$ cat src/rtl/blit_addr_seq_pkg.sv
// Shared blitter definitions: adder B-select codes, sequencer states and control decode.
package blit_addr_seq_pkg;

  localparam int unsigned CNT_W_DEF = 16;

  localparam logic [1:0] ADDB_A1     = 2'b00;
  localparam logic [1:0] ADDB_A2     = 2'b01;
  localparam logic [1:0] ADDB_A1FRAC = 2'b10;
  localparam logic [1:0] ADDB_A1STEP = 2'b11;

  typedef enum logic [2:0] {
    IDLE, PIX, A1_INC, A2_INC, A1F_STEP, A1_STEP, A2_STEP, DONE
  } state_t;

  typedef struct packed {
    logic [1:0] addbsel;
    logic       adda_step;
    logic       a1_ld;
    logic       a1f_ld;
    logic       a2_ld;
    logic       busy;
    logic       done;
  } addr_ctl_t;

  // Address-datapath controls for a given sequencer state.
  function automatic addr_ctl_t decode_ctl(state_t st);
    addr_ctl_t c;
    c      = '0;
    c.busy = (st != IDLE);
    case (st)
      A1_INC:   begin c.addbsel = ADDB_A1;     c.a1_ld  = 1'b1; end
      A2_INC:   begin c.addbsel = ADDB_A2;     c.a2_ld  = 1'b1; end
      A1F_STEP: begin c.addbsel = ADDB_A1FRAC; c.a1f_ld = 1'b1; c.adda_step = 1'b1; end
      A1_STEP:  begin c.addbsel = ADDB_A1STEP; c.a1_ld  = 1'b1; c.adda_step = 1'b1; end
      A2_STEP:  begin c.addbsel = ADDB_A2;     c.a2_ld  = 1'b1; c.adda_step = 1'b1; end
      DONE:     c.done = 1'b1;
      default:  ;
    endcase
    return c;
  endfunction

  // Next enabled end-of-line step after `cur`; IDLE means no further step (line end).
  function automatic state_t next_step(state_t cur, logic upda1f, logic upda1, logic upda2);
    state_t ns;
    ns = IDLE;
    if ((cur == A1_INC || cur == A2_INC) && upda1f)
      ns = A1F_STEP;
    else if (cur != A1_STEP && cur != A2_STEP && upda1)
      ns = A1_STEP;
    else if (cur != A2_STEP && upda2)
      ns = A2_STEP;
    return ns;
  endfunction

endpackage

$ cat src/rtl/blit_addr_seq_loop_counter.sv
// Loadable down-counter with a look-ahead flag for "next decrement reaches zero".
module loop_counter
  import blit_addr_seq_pkg::*;
#(
  parameter int unsigned W = CNT_W_DEF
) (
  input  logic         clk,
  input  logic         reset,
  input  logic         load,
  input  logic         dec,
  input  logic [W-1:0] load_val,
  output logic         dec_zero_c
);

  logic [W-1:0] count;

  always_ff @(posedge clk) begin
    if (reset)
      count <= '0;
    else if (load)
      count <= load_val;
    else if (dec)
      count <= count - W'(1);
  end

  assign dec_zero_c = (count == W'(1));

endmodule

$ cat src/rtl/blit_addr_seq.sv
// Blitter address-update sequencer: walks pixel/line loops and time-shares the address adder.
module blit_addr_seq
  import blit_addr_seq_pkg::*;
#(
  parameter int unsigned CNT_W = CNT_W_DEF
) (
  input  logic             sys_clk,
  input  logic             reset,
  input  logic             start,
  input  logic [CNT_W-1:0] inner_cnt,
  input  logic [CNT_W-1:0] outer_cnt,
  input  logic             upda1f,
  input  logic             upda1,
  input  logic             upda2,
  input  logic             a2_en,
  input  logic             pix_ack,
  output logic [1:0]       addbsel,
  output logic             adda_step,
  output logic             a1_ld,
  output logic             a1f_ld,
  output logic             a2_ld,
  output logic             busy,
  output logic             done
);

  state_t    state_q, state_d;
  addr_ctl_t ctl_q;
  logic      upda1f_q, upda1_q, upda2_q, a2_en_q;
  logic      in_load, in_dec, out_load, out_dec, flags_load;
  logic      in_last_c, out_last_c;

  loop_counter #(.W(CNT_W)) u_inner (
    .clk(sys_clk), .reset(reset), .load(in_load), .dec(in_dec),
    .load_val(inner_cnt), .dec_zero_c(in_last_c)
  );

  loop_counter #(.W(CNT_W)) u_outer (
    .clk(sys_clk), .reset(reset), .load(out_load), .dec(out_dec),
    .load_val(outer_cnt), .dec_zero_c(out_last_c)
  );

  // Outputs are registered from the next-state decode so they track the state register.
  always_ff @(posedge sys_clk) begin
    if (reset) begin
      state_q  <= IDLE;
      ctl_q    <= '0;
      upda1f_q <= 1'b0;
      upda1_q  <= 1'b0;
      upda2_q  <= 1'b0;
      a2_en_q  <= 1'b0;
    end else begin
      state_q <= state_d;
      ctl_q   <= decode_ctl(state_d);
      if (flags_load) begin
        upda1f_q <= upda1f;
        upda1_q  <= upda1;
        upda2_q  <= upda2;
        a2_en_q  <= a2_en;
      end
    end
  end

  always_comb begin
    state_d    = state_q;
    in_load    = 1'b0;
    in_dec     = 1'b0;
    out_load   = 1'b0;
    out_dec    = 1'b0;
    flags_load = 1'b0;

    case (state_q)
      IDLE: begin
        if (start) begin
          if (inner_cnt == '0 || outer_cnt == '0) begin
            state_d = DONE;
          end else begin
            state_d    = PIX;
            in_load    = 1'b1;
            out_load   = 1'b1;
            flags_load = 1'b1;
          end
        end
      end
      PIX:    if (pix_ack) state_d = A1_INC;
      A1_INC: begin
        if (a2_en_q) begin
          state_d = A2_INC;
        end else begin
          in_dec  = 1'b1;
          state_d = in_last_c ? next_step(A1_INC, upda1f_q, upda1_q, upda2_q) : PIX;
        end
      end
      A2_INC: begin
        in_dec  = 1'b1;
        state_d = in_last_c ? next_step(A2_INC, upda1f_q, upda1_q, upda2_q) : PIX;
      end
      A1F_STEP, A1_STEP, A2_STEP:
        state_d = next_step(state_q, upda1f_q, upda1_q, upda2_q);
      DONE:    state_d = IDLE;
      default: state_d = IDLE;
    endcase

    // A busy loop state resolving to IDLE marks line end: advance the outer loop instead.
    if (state_q != IDLE && state_q != DONE && state_d == IDLE) begin
      out_dec = 1'b1;
      if (out_last_c) begin
        state_d = DONE;
      end else begin
        state_d = PIX;
        in_load = 1'b1;
      end
    end
  end

  assign addbsel   = ctl_q.addbsel;
  assign adda_step = ctl_q.adda_step;
  assign a1_ld     = ctl_q.a1_ld;
  assign a1f_ld    = ctl_q.a1f_ld;
  assign a2_ld     = ctl_q.a2_ld;
  assign busy      = ctl_q.busy;
  assign done      = ctl_q.done;

endmodule

$ cat config.mk
export PLATFORM = sky130hd
export DESIGN_NAME = blit_addr_seq
export DESIGN_NICKNAME = d
export VERILOG_FILES = /design/src/rtl/blit_addr_seq_pkg.sv /design/src/rtl/blit_addr_seq_loop_counter.sv /design/src/rtl/blit_addr_seq.sv
export SDC_FILE = /design/constraint.sdc
export NUM_CORES = 1
export LEC_CHECK = 0
export BUFFER_PORTS_ARGS = -buffer_cell sky130_fd_sc_hd__buf_2
export CAP_MARGIN = 20
export CORE_UTILIZATION = 40
export DETAILED_ROUTE_END_ITERATION = 10
export MAX_ROUTING_LAYER = met4
export PLACE_DENSITY = 0.74
export RECOVER_POWER = 100
export REMOVE_ABC_BUFFERS = 1
export SLEW_MARGIN = 20
export SYNTH_ARGS = -nofsm -noshare
export SYNTH_HDL_FRONTEND = slang
export SYNTH_HIERARCHICAL = 1
export SYNTH_SLANG_ARGS = --single-unit
$ cat constraint.sdc
create_clock -name sys_clk -period 3.3 [get_ports sys_clk]
set_input_delay 0.495 -clock sys_clk [delete_from_list [all_inputs] [get_ports sys_clk]]
set_output_delay 0.495 -clock sys_clk [all_outputs]
set_load 0.02 [all_outputs]
# After elaboration in Yosys (flattened, before gate mapping)
# Cells that the tools add are included.
classes:
  add_sub_neg: 2
  multipliers: 0
  div_mod_pow: 0
  magnitude_cmp: 0
  n_eq_ne: 18
  shifts: 0
  mux: 32
  n_bitwise: 0
  reduce_logical: 20
op_table:
  columns: ["op", "count"]
  rows:
  - ["$mux 16", 4]
  - ["$mux 3", 13]
  - ["$eq 16x1->1 const B", 2]
  - ["$logic_not 16->1", 2]
  - ["$sub 16x1->16 const B", 2]
  - ["$eq 3x3->1 const B", 8]
  - ["$pmux 3 s6", 1]
  - ["$eq 3x2->1 const B", 4]
  - ["$mux 1", 12]
  - ["$ne 3x3->1 const B", 3]
  - ["$logic_and 1x1->1", 6]
  - ["$logic_not 3->1", 2]
  - ["$pmux 2 s3", 1]
  - ["$reduce_bool 3->1", 2]
  - ["$reduce_or 3->1", 2]
  - ["$reduce_bool 2->1", 2]
  - ["$reduce_or 2->1", 2]
  - ["$eq 3x1->1 const B", 1]
  - ["$logic_or 1x1->1", 2]
  - ["$pmux 1 s2", 1]
totals:
  reg_bits: 47
  latchBits: 0
  ram_bits: 0
  rom_bits: 0
  inputBits: 40
  out_inout_bits: 8
  elab_cells: 86
  n_memories: 0

# Logic depth before layout (Yosys ltp)
# Gate-level depths: netlist (run 1).
depth:
  depth_word: 12
  depth_mapped: 14

# By module
# The synthesis (run 1) kept the hierarchy.
by_module_without_submodules:
  columns: ["module", "n_inst", "cells_per_inst", "area_per_inst_um2"]
  rows:
  - ["loop_counter", 2, 106, 904.6]
  - ["blit_addr_seq", 1, 96, 839.6]

# Worst setup path before layout (run 1)
# Ideal clock, no wire load.
synth_timing:
  path_kind: "reg-to-reg"
  start: "register u_inner.count[7]"
  end: "register u_outer.count[15]"
  t_arrival_ns: 3.420
  setup_slack_ns: -0.211
  path_stages_with_launch: 12
  n_path_buf: 1
  cell_sequence: "dfxtp_1 > nor4_4 > nand4b_1 > nor4_1 > a31o_2 > o21a_1 > nand2_1 > nor2_1 > or4b_1 > buf_2 > or4_1 > a311oi_1"
synth_between:
  elab_chain_len: 8
synth_lines:
  columns: ["element", "line_no", "source"]
  rows:
  - ["start: declaration", "blit_addr_seq_loop_counter.sv:15", "logic [W-1:0] count;"]
  - ["start signal: assignment", "blit_addr_seq_loop_counter.sv:21", "count <= load_val;"]
  - ["start signal: assignment", "blit_addr_seq_loop_counter.sv:23", "count <= count - W'(1);"]
  - ["$eq 16x1->1 (*)", "blit_addr_seq_loop_counter.sv:26", "assign dec_zero_c = (count == W'(1));"]
  - ["net in_last_c", "blit_addr_seq.sv:30", "logic in_last_c, out_last_c;"]
  - ["$mux 3 (*)", "blit_addr_seq.sv:95", "state_d = in_last_c ? next_step(A2_INC, upda1f_q, upda1_q, upda2_q) : PIX;"]
  - ["$mux 3", "blit_addr_seq.sv:86", "if (a2_en_q) begin"]
  - ["$pmux 3 s6 (*)", "blit_addr_seq.sv:71", "case (state_q)"]
  - ["$logic_not 3->1 (*)", "blit_addr_seq.sv:104", "if (state_q != IDLE && state_q != DONE && state_d == IDLE) begin"]
  - ["$logic_and 1x1->1 (*)", "blit_addr_seq.sv:104", null]
  - ["$mux 1 (*)", "blit_addr_seq.sv:104", null]
  - ["net out_dec", "blit_addr_seq.sv:29", "logic in_load, in_dec, out_load, out_dec, flags_load;"]
  - ["$reduce_bool 2->1 (no source line) (*)", null, null]
  - ["end signal: assignment", "blit_addr_seq_loop_counter.sv:21", null]
  - ["end signal: assignment", "blit_addr_seq_loop_counter.sv:23", null]
  - ["end: declaration", "blit_addr_seq_loop_counter.sv:15", null]
# The timed path passes the listed nets; every way through them passes the cells marked *.
# A chain may end at the register's enable or synchronous reset.

# Worst setup path after layout (run 1)
layout_timing:
  start: "register u_inner.count[7]"
  end: "register u_outer.count[13]"
# Same word-level chain as after synthesis.

==> key figures, run 1 <==
Outcome
  • Status: finished, final reports clean

Synth
  • Leading post-synthesis cells by cell area: dfxtp_1 (36%), xnor2_1 (6.0%), nor2_1 (4.5%), a211oi_1 (4.3%), a21oi_1 (3.6%)
  • Top cell type's share of synthesized area: 0.3552
  • Number of distinct library cells after synthesis: 50
  • Mapped Cells: 308
  • Post-synth EDFFs: 0
  • Synth Flop Type: dfxtp_1
  • Area leader, netlist: dfxtp_1
  • Post-synthesis register bit count: 47
  • Mean Syn Cell Area: approximately 8.6 um^2
  • Post-Syn Area: 2649 um^2
  • Sequential area share after synthesis: 0.3552
  • Synth Warn #: 6
  • Async SR Flop Fraction: 0

Pwr
  • PD cells: roughly 480 nW/um^2
  • VDD IR max: 0.0001973 V
  • Leak: ~1.2 nW

Worst setup path
  • Slowest cell on the critical path: or4b_4
  • Max stage delay on crit path: roughly 0.52 ns
  • CP required: 3.49 ns
  • Critical path launch point type: flip-flop
  • Register-to-Register Path Depth: 11
  • Crit path kind: flip-flop to flip-flop
  • Worst path bufs/invs: 0
  • Crit-path cells: nor4_4 > nand4b_1 > nor4_4 > a31o_2 > o21a_1 > nand2_1 > nor2_1 > or4b_4 > nor3_2 > nand4_1 > a311oi_1
  • Cell mode on critical path: nor4_4
  • Delay-heaviest family, CP: simple AND/OR/NAND/NOR gates
  • R2R Path End: u_outer/count[13]
  • Worst Path Arrival: 3.28 ns
  • Worst reg2reg startpoint: u_inner/count[7]
  • CP Capture Type: flip-flop
  • Flop-to-flop setup slack: 0.22 ns
  • Crit path max fanout: 5

Timing
  • Crit share post-route: 0.9339
  • Hold Fails Final Rpt: 0
  • Final worst path period need: ~3.1 ns
  • Final setup fails: 0
  • RSZ-0062 raised after global routing: no
  • Worst slew margin: 0.4124
  • Hold slack: 0.4171 ns
  • Worst-Margin Slew: 0.8815 ns
  • Final Skew: 0.008767 ns
  • Final Max Slew Viols: 0
  • Fmax: ~320 MHz

Clock network
  • # H-tree levels: 2
  • CTS Root Cell: clkbuf_8
  • Clock Latency Late Sink: 0.31 ns
  • Clock buffer depth: 2
  • Clock Sinks: 47
  • CTS tree: done
  • Cts bufs inserted: 5
  • Worst-path clk slew: 0.09 ns

Drt
  • Vias/cell: ~5.5
  • WL per Instance: 14.59 um
  • Initial DRC Count: 206
  • First-pass DRT Iterations: 6
  • Antenna Violating Nets Remaining: 0
  • # DRC: 0
  • DRT Wirelength: 6.403 mm
  • Vias: 2,408

Place
  • Dpl hpwl: 4.711 mm
  • Placer Congestion: 0.8885
  • Count of input and output buffers: 47
  • Placed Cells: 431

Global routing
  • Pin count of the biggest net entering global routing: 48
  • Number of global-route vias before repair: 2,298
  • Initial antenna violation count: 0
  • First-pass GRT wire length: 10.58 mm
  • Global Route met2 Usage: 0.2996
  • Met1 global-route usage: 0.2552
  • GRT overflow: 0
  • Grt met3 use: 0.03181
  • Most used routing layer: met2
  • Gr usage total: 0.1951

Floorplanning
  • Chip height: 83.38 um
  • Core area: about 6400 um^2
  • Site row count: 29
  • DIE AREA: 6951 um^2
  • Die X-Extent: 83.38 um
  • Starting Density: 0.4148
  • IO Pins: 48

Layout
  • Share of layout cells above drive strength 1: 0.2099
  • Core Util, Final: 0.4875
  • Final net count: 405
  • Finished Layout Cells: 439
  • Area Growth Syn to Fin: 17.52%
  • ANT cells: 0

Job
  • Max cap viols: 0

Hold path
  • HP Class: input port to flip-flop
  • Worst Hold Depth: 3
  • HP Start: a2_en
  • WHS Endpoint: a2_en_q
logic make-up after synthesis:
group / count (synthesis) / share of synthesized area
and+or+nand+nor: 135 / 0.3155
AOI/OAI and AO/OA: 67 / 0.1748
DFF: 47 / 0.3552
buffers and inverters: 28 / 0.04346
xor gates and xnor gates: 22 / 0.07274
muxes: 5 / 0.01937
adders and majority gates: 4 / 0.01890
synthesized netlist by cell type (4+ instances only):
cell type / count
nand4_1: 7
a31oi_1: 4
a211oi_1: 15
xor2_1: 4
clkbuf_1: 11
nand2b_1: 7
inv_1: 13
nor2_1: 32
a311oi_1: 6
a21oi_1: 19
xnor2_1: 18
nor3_1: 12
nor4_2: 4
dfxtp_1: 47
ha_1: 4
or4_1: 4
nor4_1: 12
nand2_1: 25
mux2i_1: 4
o31ai_1: 7
stage by stage:
step,area (um^2),setup TNS (ns),worst slack (ns),total power (W)
CTS,3132,0,0.1458,0.001516
detailed placement,3019,0,0.1507,0.001086
floorplan,2582,-1.168,-0.2395,0.0009482
global placement,3019,0,0.2415,0.001078
global route,3113,0,0.04327,0.001596
finish,3113,0,0.2180,0.001507
repair_timing:
action	in CTS	in global routing
hold buffers	0	0
endpoints found under the setup margin	0	5
gates resized for setup	0	3
buffers inserted	0	0
layout by cell type (no fill, tap or decap), types with 5 or more instances in the layout:
cell / instances
a211oi_1: 15
a21oi_1: 19
a311oi_1: 6
buf_2: 38
buf_4: 9
clkbuf_1: 13
clkbuf_8: 5
dfxtp_1: 47
inv_1: 13
nand2_1: 25
nand2b_1: 7
nand4_1: 7
nor2_1: 32
nor3_1: 12
nor4_1: 11
o31ai_1: 7
xnor2_1: 18
how the worst max path moves through the flow:
| stage | from | end | slack, ns | cells past startpoint |
|---|---|---|---|---|
| floorplan | u_inner/count[7] | u_outer/count[15] | -0.24 | 10 |
| global placement | u_inner/count[7] | u_outer/count[15] | 0.24 | 10 |
| detailed placement | u_inner/count[7] | u_outer/count[15] | 0.15 | 10 |
| CTS | u_inner/count[7] | u_outer/count[13] | 0.15 | 11 |
| global route | u_inner/count[7] | u_outer/count[13] | 0.04 | 11 |
| finish | u_inner/count[7] | u_outer/count[13] | 0.22 | 11 |
registers in the layout (all words and copies together), names as in the netlist:
signal         flops
u_outer/count     16
upda2_q            1
upda1f_q           1
a1_ld              1
u_inner/count     16
state_q            3
upda1_q            1
a1f_ld             1
adda_step          1
done               1
a2_en_q            1
addbsel            2
a2_ld              1
busy               1
metal layers:
metal,vias up,part of all wire
li1,1239,-
met1,1098,0.47
met2,58,0.45
met3,13,0.052
met4,0,0.022
met5,-,0
worst register-to-register path, stage by stage, from the launching register on:
cell      delay (ns)
dfxtp_1         0.37
nor4_4          0.31
nand4b_1        0.26
nor4_4          0.32
a31o_2          0.21
o21a_1          0.14
nand2_1         0.07
nor2_1          0.12
or4b_4          0.52
nor3_2          0.21
nand4_1         0.12
a311oi_1        0.33
power breakdown:
group          leakage, nW  internal [W]  switching (W)
clock network       0.0581      0.000226       0.000203
registers            0.387      0.000625      0.0000682
logic                0.714      0.000174       0.000211
total                 1.16       0.00102       0.000483
area by class of cell:
| type | count | area, um^2 |
|---|---|---|
| clock inverter | 3 | 43.79 |
| tap | 77 | 96.34 |
| timing repair buffer | 61 | 311.5 |
| multi-input combinational | 233 | 1603 |
| inverter | 13 | 48.80 |
| clock buffer | 5 | 68.82 |
| fill | 622 | 3273 |
| sequential | 47 | 940.9 |
Note: power is estimated with default switching activity, not from simulation.
==> run 2, diff against run 1 <==
Settings changed: SYNTH_HIERARCHICAL 1 to unset.
==> run 2 against run 1 <==
  * The run now ends with design-rule violations left
  * Largest power group unchanged
  * Critical endpoint is now u_inner.count[6]
  * Die area up 1.6%
  * Largest cell class unchanged
  * Critical path type unchanged
  * Non-clock buffer count decreased by 8
  * Register-to-register slack lost 0.04 ns
==> key figures, run 2 <==
Place
  • Count of input and output buffers: 47 (unchanged)
  • Placed Cells: 435 (+0.93%)
  • Placer Congestion: 0.8817 (-0.77%)
  • Dpl hpwl: 4.860 mm (+3.2%)

Worst setup path
  • Worst Path Arrival: 3.31 ns (+0.03 ns)
  • Cell mode on critical path: or4_4
  • Crit-path cells: or4_4 > or4_4 > or3_1 > and3_1 > a41oi_1 > buf_12 > nor2_1 > a311oi_1
  • Slowest cell on the critical path: or4_4
  • Crit path kind: flip-flop to flip-flop
  • Critical path launch point type: flip-flop
  • Crit path max fanout: 31 (+26)
  • Max stage delay on crit path: 0.57 ns (+0.05 ns)
  • Worst path bufs/invs: 1 (+1)
  • Delay-heaviest family, CP: simple AND/OR/NAND/NOR gates
  • CP required: 3.49 ns (about the same)
  • CP Capture Type: flip-flop

Clock network
  • # H-tree levels: 2 (unchanged)
  • CTS Root Cell: clkbuf_8
  • Clock Latency Late Sink: 0.29 ns (-0.02 ns)
  • Post-cts sizing count: 0 (unchanged)
  • CTS tree: done
  • Clock Sinks: 47 (unchanged)
  • Cts bufs inserted: 5 (unchanged)
  • Worst-path clk slew: 0.09 ns (about the same)
  • Setup Fix Bufs, Post-CTS: 0 (unchanged)
  • Clock buffer depth: 2 (unchanged)
  • Hold Buf Count CTS: 0 (unchanged)

Floorplanning
  • DIE AREA: 7060 um^2 (+1.6%)
  • Starting Density: 0.4191 (+0.004280)
  • IO Pins: 48 (unchanged)
  • Core area: 6422 um^2 (+0.57%)
  • Die X-Extent: 84.03 um (+0.78%)
  • Site row count: 29 (unchanged)
  • Chip height: 84.03 um (+0.78%)

Layout
  • Most frequent cells in the layout: dfxtp_1 (47), nor2_1 (40), buf_2 (39), nand2_1 (30), a21oi_1 (21)
  • Largest regs: u_inner.count: 16 flops, u_outer.count: 16 flops, state_q: 3 flops
  • Finished Layout Cells: 443 (+0.91%)
  • Area Growth Syn to Fin: 11.39%
  • Fill cell count: 642 (+3.2%)
  • Reg area: 940.9 um^2 (unchanged)
  • ANT cells: 0 (unchanged)
  • Commonest non-fill, non-tap cell in the layout: dfxtp_1
  • Share of layout cells above drive strength 1: 0.1913 (-0.01869)
  • Final net count: 409 (+0.99%)
  • Area occupied by multi-input gates: 1570 um^2 (-2.0%)

Timing
  • Worst-Margin Slew: 0.7498 ns (-0.1317 ns)
  • TNS Setup: 0 ns (unchanged)
  • Worst slew margin: 0.5002 (+0.08780)
  • Final Max Slew Viols: 0 (unchanged)
  • Final Skew: 0.007743 ns (-0.001024 ns)
  • Final worst path period need: 3.119 ns (+0.03745 ns)
  • RSZ-0062 raised after global routing: no
  • Fmax: 320.6 MHz (-1.2%)
  • Crit share post-route: 0.9453 (+0.01135)
  • Final setup fails: 0 (unchanged)
  • Hold Fails Final Rpt: 0 (unchanged)

Global routing
  • Pin count of the biggest net entering global routing: 32 (-33%)
  • First-pass GRT wire length: 11.04 mm (+4.3%)
  • Initial antenna violation count: 0 (unchanged)
  • Gr usage total: 0.1968 (+0.001750)
  • GRT overflow: 0 (unchanged)
  • Number of global-route vias before repair: 2,483 (+8.1%)

Outcome
  • Failing checks: design-rule violations
  • Status: finished, violations left

Synth
  • Post-synthesis register bit count: 47 (unchanged)
  • Number of distinct library cells after synthesis: 57 (+14%)
  • Synth Flop Type: dfxtp_1
  • Count leader, synth: dfxtp_1
  • Post-synth EDFFs: 0 (unchanged)
  • Sequential area share after synthesis: 0.3496 (-0.005615)
  • Top cell type's share of synthesized area: 0.3496 (-0.005615)
  • Leading post-synthesis cells by cell area: dfxtp_1 (35%), a211oi_2 (6.5%), nor2_1 (5.6%), nand2_1 (4.2%), a21oi_1 (3.9%)
  • Post-synth top cells: dfxtp_1 (47), nor2_1 (40), nand2_1 (30)
  • Mean Syn Cell Area: 8.384 um^2 (-2.5%)
  • Mapped Cells: 321 (+4.2%)
  • Async SR Flop Fraction: 0 (unchanged)
  • Area leader, netlist: dfxtp_1
  • Synth Warn #: 0 (-6)
  • Post-Syn Area: 2691 um^2 (+1.6%)

Drt
  • First-pass DRT Iterations: 7 (+1)
  • Initial DRC Count: 99 (-52%)
  • Vias/cell: 5.738 (+4.6%)
  • DRT Wirelength: 6.508 mm (+1.6%)
  • # DRC: 6 (+6)
  • Antenna Violating Nets Remaining: 0 (unchanged)
  • Vias: 2,542 (+5.6%)
  • WL per Instance: 14.69 um (+0.72%)

Pwr
  • VDD IR max: 0.0002703 V (+37%)
  • Leak: 1.099 nW (-5.1%)
  • PD cells: 590.3 nW/um^2 (+22%)

Job
  • Max cap viols: 0 (unchanged)

Hold path
  • HP Class: input port to flip-flop
## run 2: area by class of cell
type	count	area share
Multi-Input combinational cell	249	0.5238
Clock buffer	7	0.02546
Sequential cell	47	0.3139
Tap cell	77	0.03214
Clock inverter	1	0.001669
Timing Repair Buffer	53	0.09182
Inverter	9	0.01127
## run 2: logic make-up after synthesis
logic type | Yosys count | synth area share
buffers and inverters | 25 | 0.04788
AO/OA/AOI/OAI | 79 | 0.2371
flip-flops | 47 | 0.3496
multiplexers | 1 | 0.003719
XOR/XNOR | 16 | 0.05207
AND/OR/NAND/NOR | 149 | 0.2910
adder cells (fa/ha/maj) | 4 | 0.01860
## run 2: worst reg2reg max path, stage by stage (launching register included)
cell,delay (ns)
dfxtp_1,0.36
or4_4,0.57
or4_4,0.48
or3_1,0.43
and3_1,0.28
a41oi_1,0.34
buf_12,0.24
nor2_1,0.07
a311oi_1,0.27
## run 2: power by group
group / leakage, nW / switching (W) / total, W / internal, W
Combinational: 0.670 / 0.000398 / 0.000679 / 0.000281
Clock: 0.0422 / 0.000183 / 0.000333 / 0.000149
Sequential: 0.387 / 0.0000943 / 0.000758 / 0.000664
## run 2: stage by stage
stage               instance area [um^2]  power [W]  hold WS [ns]  utilization  worst slack, ns
global route                        2998   0.001898        0.4297       0.4668          0.07517
global placement                    2985   0.001451        0.4842       0.4648           0.3778
detailed placement                  2985   0.001473        0.4900       0.4648           0.3251
finish                              2998   0.001770        0.4299       0.4668           0.1805
CTS                                 3067   0.001810        0.4252       0.4775           0.2708
floorplan                           2596   0.001270        0.4546            -           0.1466
## run 2: metal layers
metal,GRT usage,routed length (um)
met2,0.3472,3278
met1,0.2358,2808
met4,0.04075,62
met3,0.03264,358
met5,-,0
## run 2: path summary, 6_finish.rpt
path               startpoint               end  slack [ns]  cells past startpoint
max          u_inner.count[7]  u_inner.count[6]        0.18                      8
min                     upda2           upda2_q        0.43                      3
max reg2reg  u_inner.count[7]  u_inner.count[6]        0.18                      8
min reg2reg           a2_en_q           a2_en_q        0.50                      2
==> run 3, diff against run 2 <==
Settings changed: CORE_MARGIN set to 8.
==> run 3 against run 2 <==
  * The flow now finishes without violations
  * Critical endpoint is now u_outer.count[2]
  * Clock skew is 0.0017 ns higher
  * Core utilization fell by 0.75 points
  * Register-to-register slack better by 0.02 ns
  * Sequential share of layout area shrank 0.55 points
  * Sequential power about the same
  * Global-route usage shrank 4.9 points
  * Via count fell by 0.75%
==> key figures, run 3 (same netlist as run 2, synthesis figures left out) <==
Worst setup path
  • Register-to-Register Path Depth: 8 (unchanged)
  • Crit path kind: flip-flop to flip-flop
  • CP required: 3.50 ns (about the same)
  • Crit-path cells: or4_4 > or4_4 > nor4b_1 > or2_2 > nor3_1 > clkbuf_1 > a32o_1 > a22o_1
  • Max stage delay on crit path: 0.57 ns (about the same)
  • Slowest cell on the critical path: or4_4
  • Delay-heaviest family, CP: simple AND/OR/NAND/NOR gates
  • CP Capture Type: flip-flop
  • Worst Path Arrival: 3.30 ns (about the same)
  • Cell mode on critical path: or4_4
  • Crit path max fanout: 9 (-71%)
  • Flop-to-flop setup slack: 0.20 ns (+0.02 ns)
  • Worst path depth: 8 (unchanged)
  • Critical path launch point type: flip-flop
  • Worst path bufs/invs: 1 (unchanged)

Timing
  • Worst slew margin: 0.3908 (-0.1094)
  • Final Max Slew Viols: 0 (unchanged)
  • Final worst path period need: 3.104 ns (-0.01580 ns)
  • Final Skew: 0.009421 ns (+0.001678 ns)
  • RSZ-0062 raised after global routing: no
  • Fmax: 322.2 MHz (+0.51%)
  • TNS Setup: 0 ns (unchanged)
  • Crit share post-route: 0.9405 (-0.004788)
  • Hold Fails Final Rpt: 0 (unchanged)
  • Worst-Margin Slew: 0.9055 ns (+0.1558 ns)
  • Final setup fails: 0 (unchanged)

Drt
  • Metal3 WL: 410 um (+15%)
  • Vias: 2,523 (-0.75%)
  • WL per Instance: 15.34 um (+4.4%)
  • # DRC: 0 (-6)
  • DR top layer: met4
  • DRT Wirelength: 6.843 mm (+5.1%)
  • Initial DRC Count: 179 (+81%)
  • DRT met1 WL: 3.124 mm (+11%)
  • Met2 routed WL: 3.255 mm (-0.70%)
  • Antenna Violating Nets Remaining: 0 (unchanged)
  • First-pass DRT Iterations: 4 (-3)
  • Vias/cell: 5.657 (-1.4%)

Floorplanning
  • IO Pins: 48 (unchanged)
  • DIE AREA: 9609 um^2 (+36%)
  • Die X-Extent: 98.03 um (+17%)
  • Chip height: 98.03 um (+17%)
  • Site row count: 30 (+3.4%)
  • Core area: 6644 um^2 (+3.4%)
  • Starting Density: 0.4051 (-0.01397)

Layout
  • Largest regs: u_inner.count: 16 flops, u_outer.count: 16 flops, state_q: 3 flops
  • Share of layout cells above drive strength 1: 0.1940 (+0.002732)
  • ANT cells: 0 (unchanged)
  • Commonest non-fill, non-tap cell in the layout: dfxtp_1
  • Final net count: 409 (unchanged)
  • Fill cell count: 649 (+1.1%)
  • Area Growth Syn to Fin: 13.39%
  • Area occupied by multi-input gates: 1580 um^2 (+0.64%)
  • Most frequent cells in the layout: dfxtp_1 (47), nor2_1 (40), buf_2 (39), nand2_1 (30), a21oi_1 (21)
  • Reg area: 940.9 um^2 (unchanged)
  • Core Util, Final: 0.4593 (-0.007462)
  • Finished Layout Cells: 446 (+0.68%)

Clock network
  • CTS Root Cell: clkbuf_8
  • Worst-path clk slew: 0.09 ns (about the same)
  • Clock buffer depth: 2 (unchanged)
  • Post-cts sizing count: 0 (unchanged)
  • Clock Sinks: 47 (unchanged)
  • Setup Fix Bufs, Post-CTS: 0 (unchanged)
  • Hold Buf Count CTS: 0 (unchanged)
  • Cts bufs inserted: 5 (unchanged)
  • # H-tree levels: 2 (unchanged)
  • CTS tree: done
  • Clock Latency Late Sink: 0.30 ns (about the same)

Global routing
  • Initial antenna violation count: 0 (unchanged)
  • First-pass GRT wire length: 11.59 mm (+4.9%)
  • Pin count of the biggest net entering global routing: 32 (unchanged)
  • GRT overflow: 0 (unchanged)
  • Gr usage total: 0.1478 (-0.04902)
  • Number of global-route vias before repair: 2,520 (+1.5%)

Pwr
  • Power, Total: 0.001890 W (+6.8%)
  • PD cells: 619.2 nW/um^2 (+4.9%)
  • Leak: 1.124 nW (+2.2%)
  • VDD IR max: 0.0002473 V (-8.5%)

Place
  • Placer Congestion: 0.9082 (+3.0%)
  • Dpl hpwl: 5.278 mm (+8.6%)
  • Placed Cells: 438 (+0.69%)
  • Count of input and output buffers: 47 (unchanged)

Hold path
  • Worst Hold Depth: 3 (unchanged)
  • HP Class: input port to flip-flop

Outcome
  • Status: finished, final reports clean

Job
  • Max cap viols: 0 (unchanged)
[run 3: cell types whose count changed in the layout (fill, tap and decap cells not counted), sizes merged]
cell,change
buf,+1
bufinv,+1
clkbuf,-2
[run 3: per-layer routing]
layer	track usage	vias to the layer above
met1	0.1721	1175
met5	-	-
met3	0.03414	8
met2	0.2492	70
met4	0.03957	0
li1	-	1270
[run 3: worst reg2reg max path: cells and delay by family, from the launching register on]
family,cells,cell delay (ns)
AOI/OAI and AO/OA,2,0.56
buffers and inverters,1,0.23
DFF,1,0.36
and+or+nand+nor,5,1.85
[run 3: layout make-up]
type                       count  area share
multi-input combinational    249      0.5178
sequential                    47      0.3083
clock buffer                   6     0.02706
inverter                       9     0.01107
tap                           80     0.03280
timing repair buffer          53     0.09143
clock inverter                 2     0.01148
[run 3: final timing paths]
kind | from | endpoint
min | upda1 | upda1_q
max | u_inner.count[7] | u_outer.count[2]
max reg2reg | u_inner.count[7] | u_outer.count[2]
min reg2reg | a2_en_q | a2_en_q
[run 3: per-stage QoR]
stage	setup WS [ns]	cell area (um^2)	hold slack (ns)
floorplan	0.1466	2596	0.4546
global placement	0.3625	2989	0.4867
detailed placement	0.3061	2989	0.4915
CTS	0.2995	3107	0.4200
global route	0.09373	3052	0.4236
finish	0.1963	3052	0.4231
[run 3: where the power goes]
| part | switching [W] | total (W) | leakage, nW | internal (W) |
|---|---|---|---|---|
| Combinational | 0.000404 | 0.000691 | 0.675 | 0.000287 |
| Sequential | 0.0000963 | 0.000760 | 0.387 | 0.000664 |
| Clock | 0.000193 | 0.000438 | 0.0612 | 0.000245 |
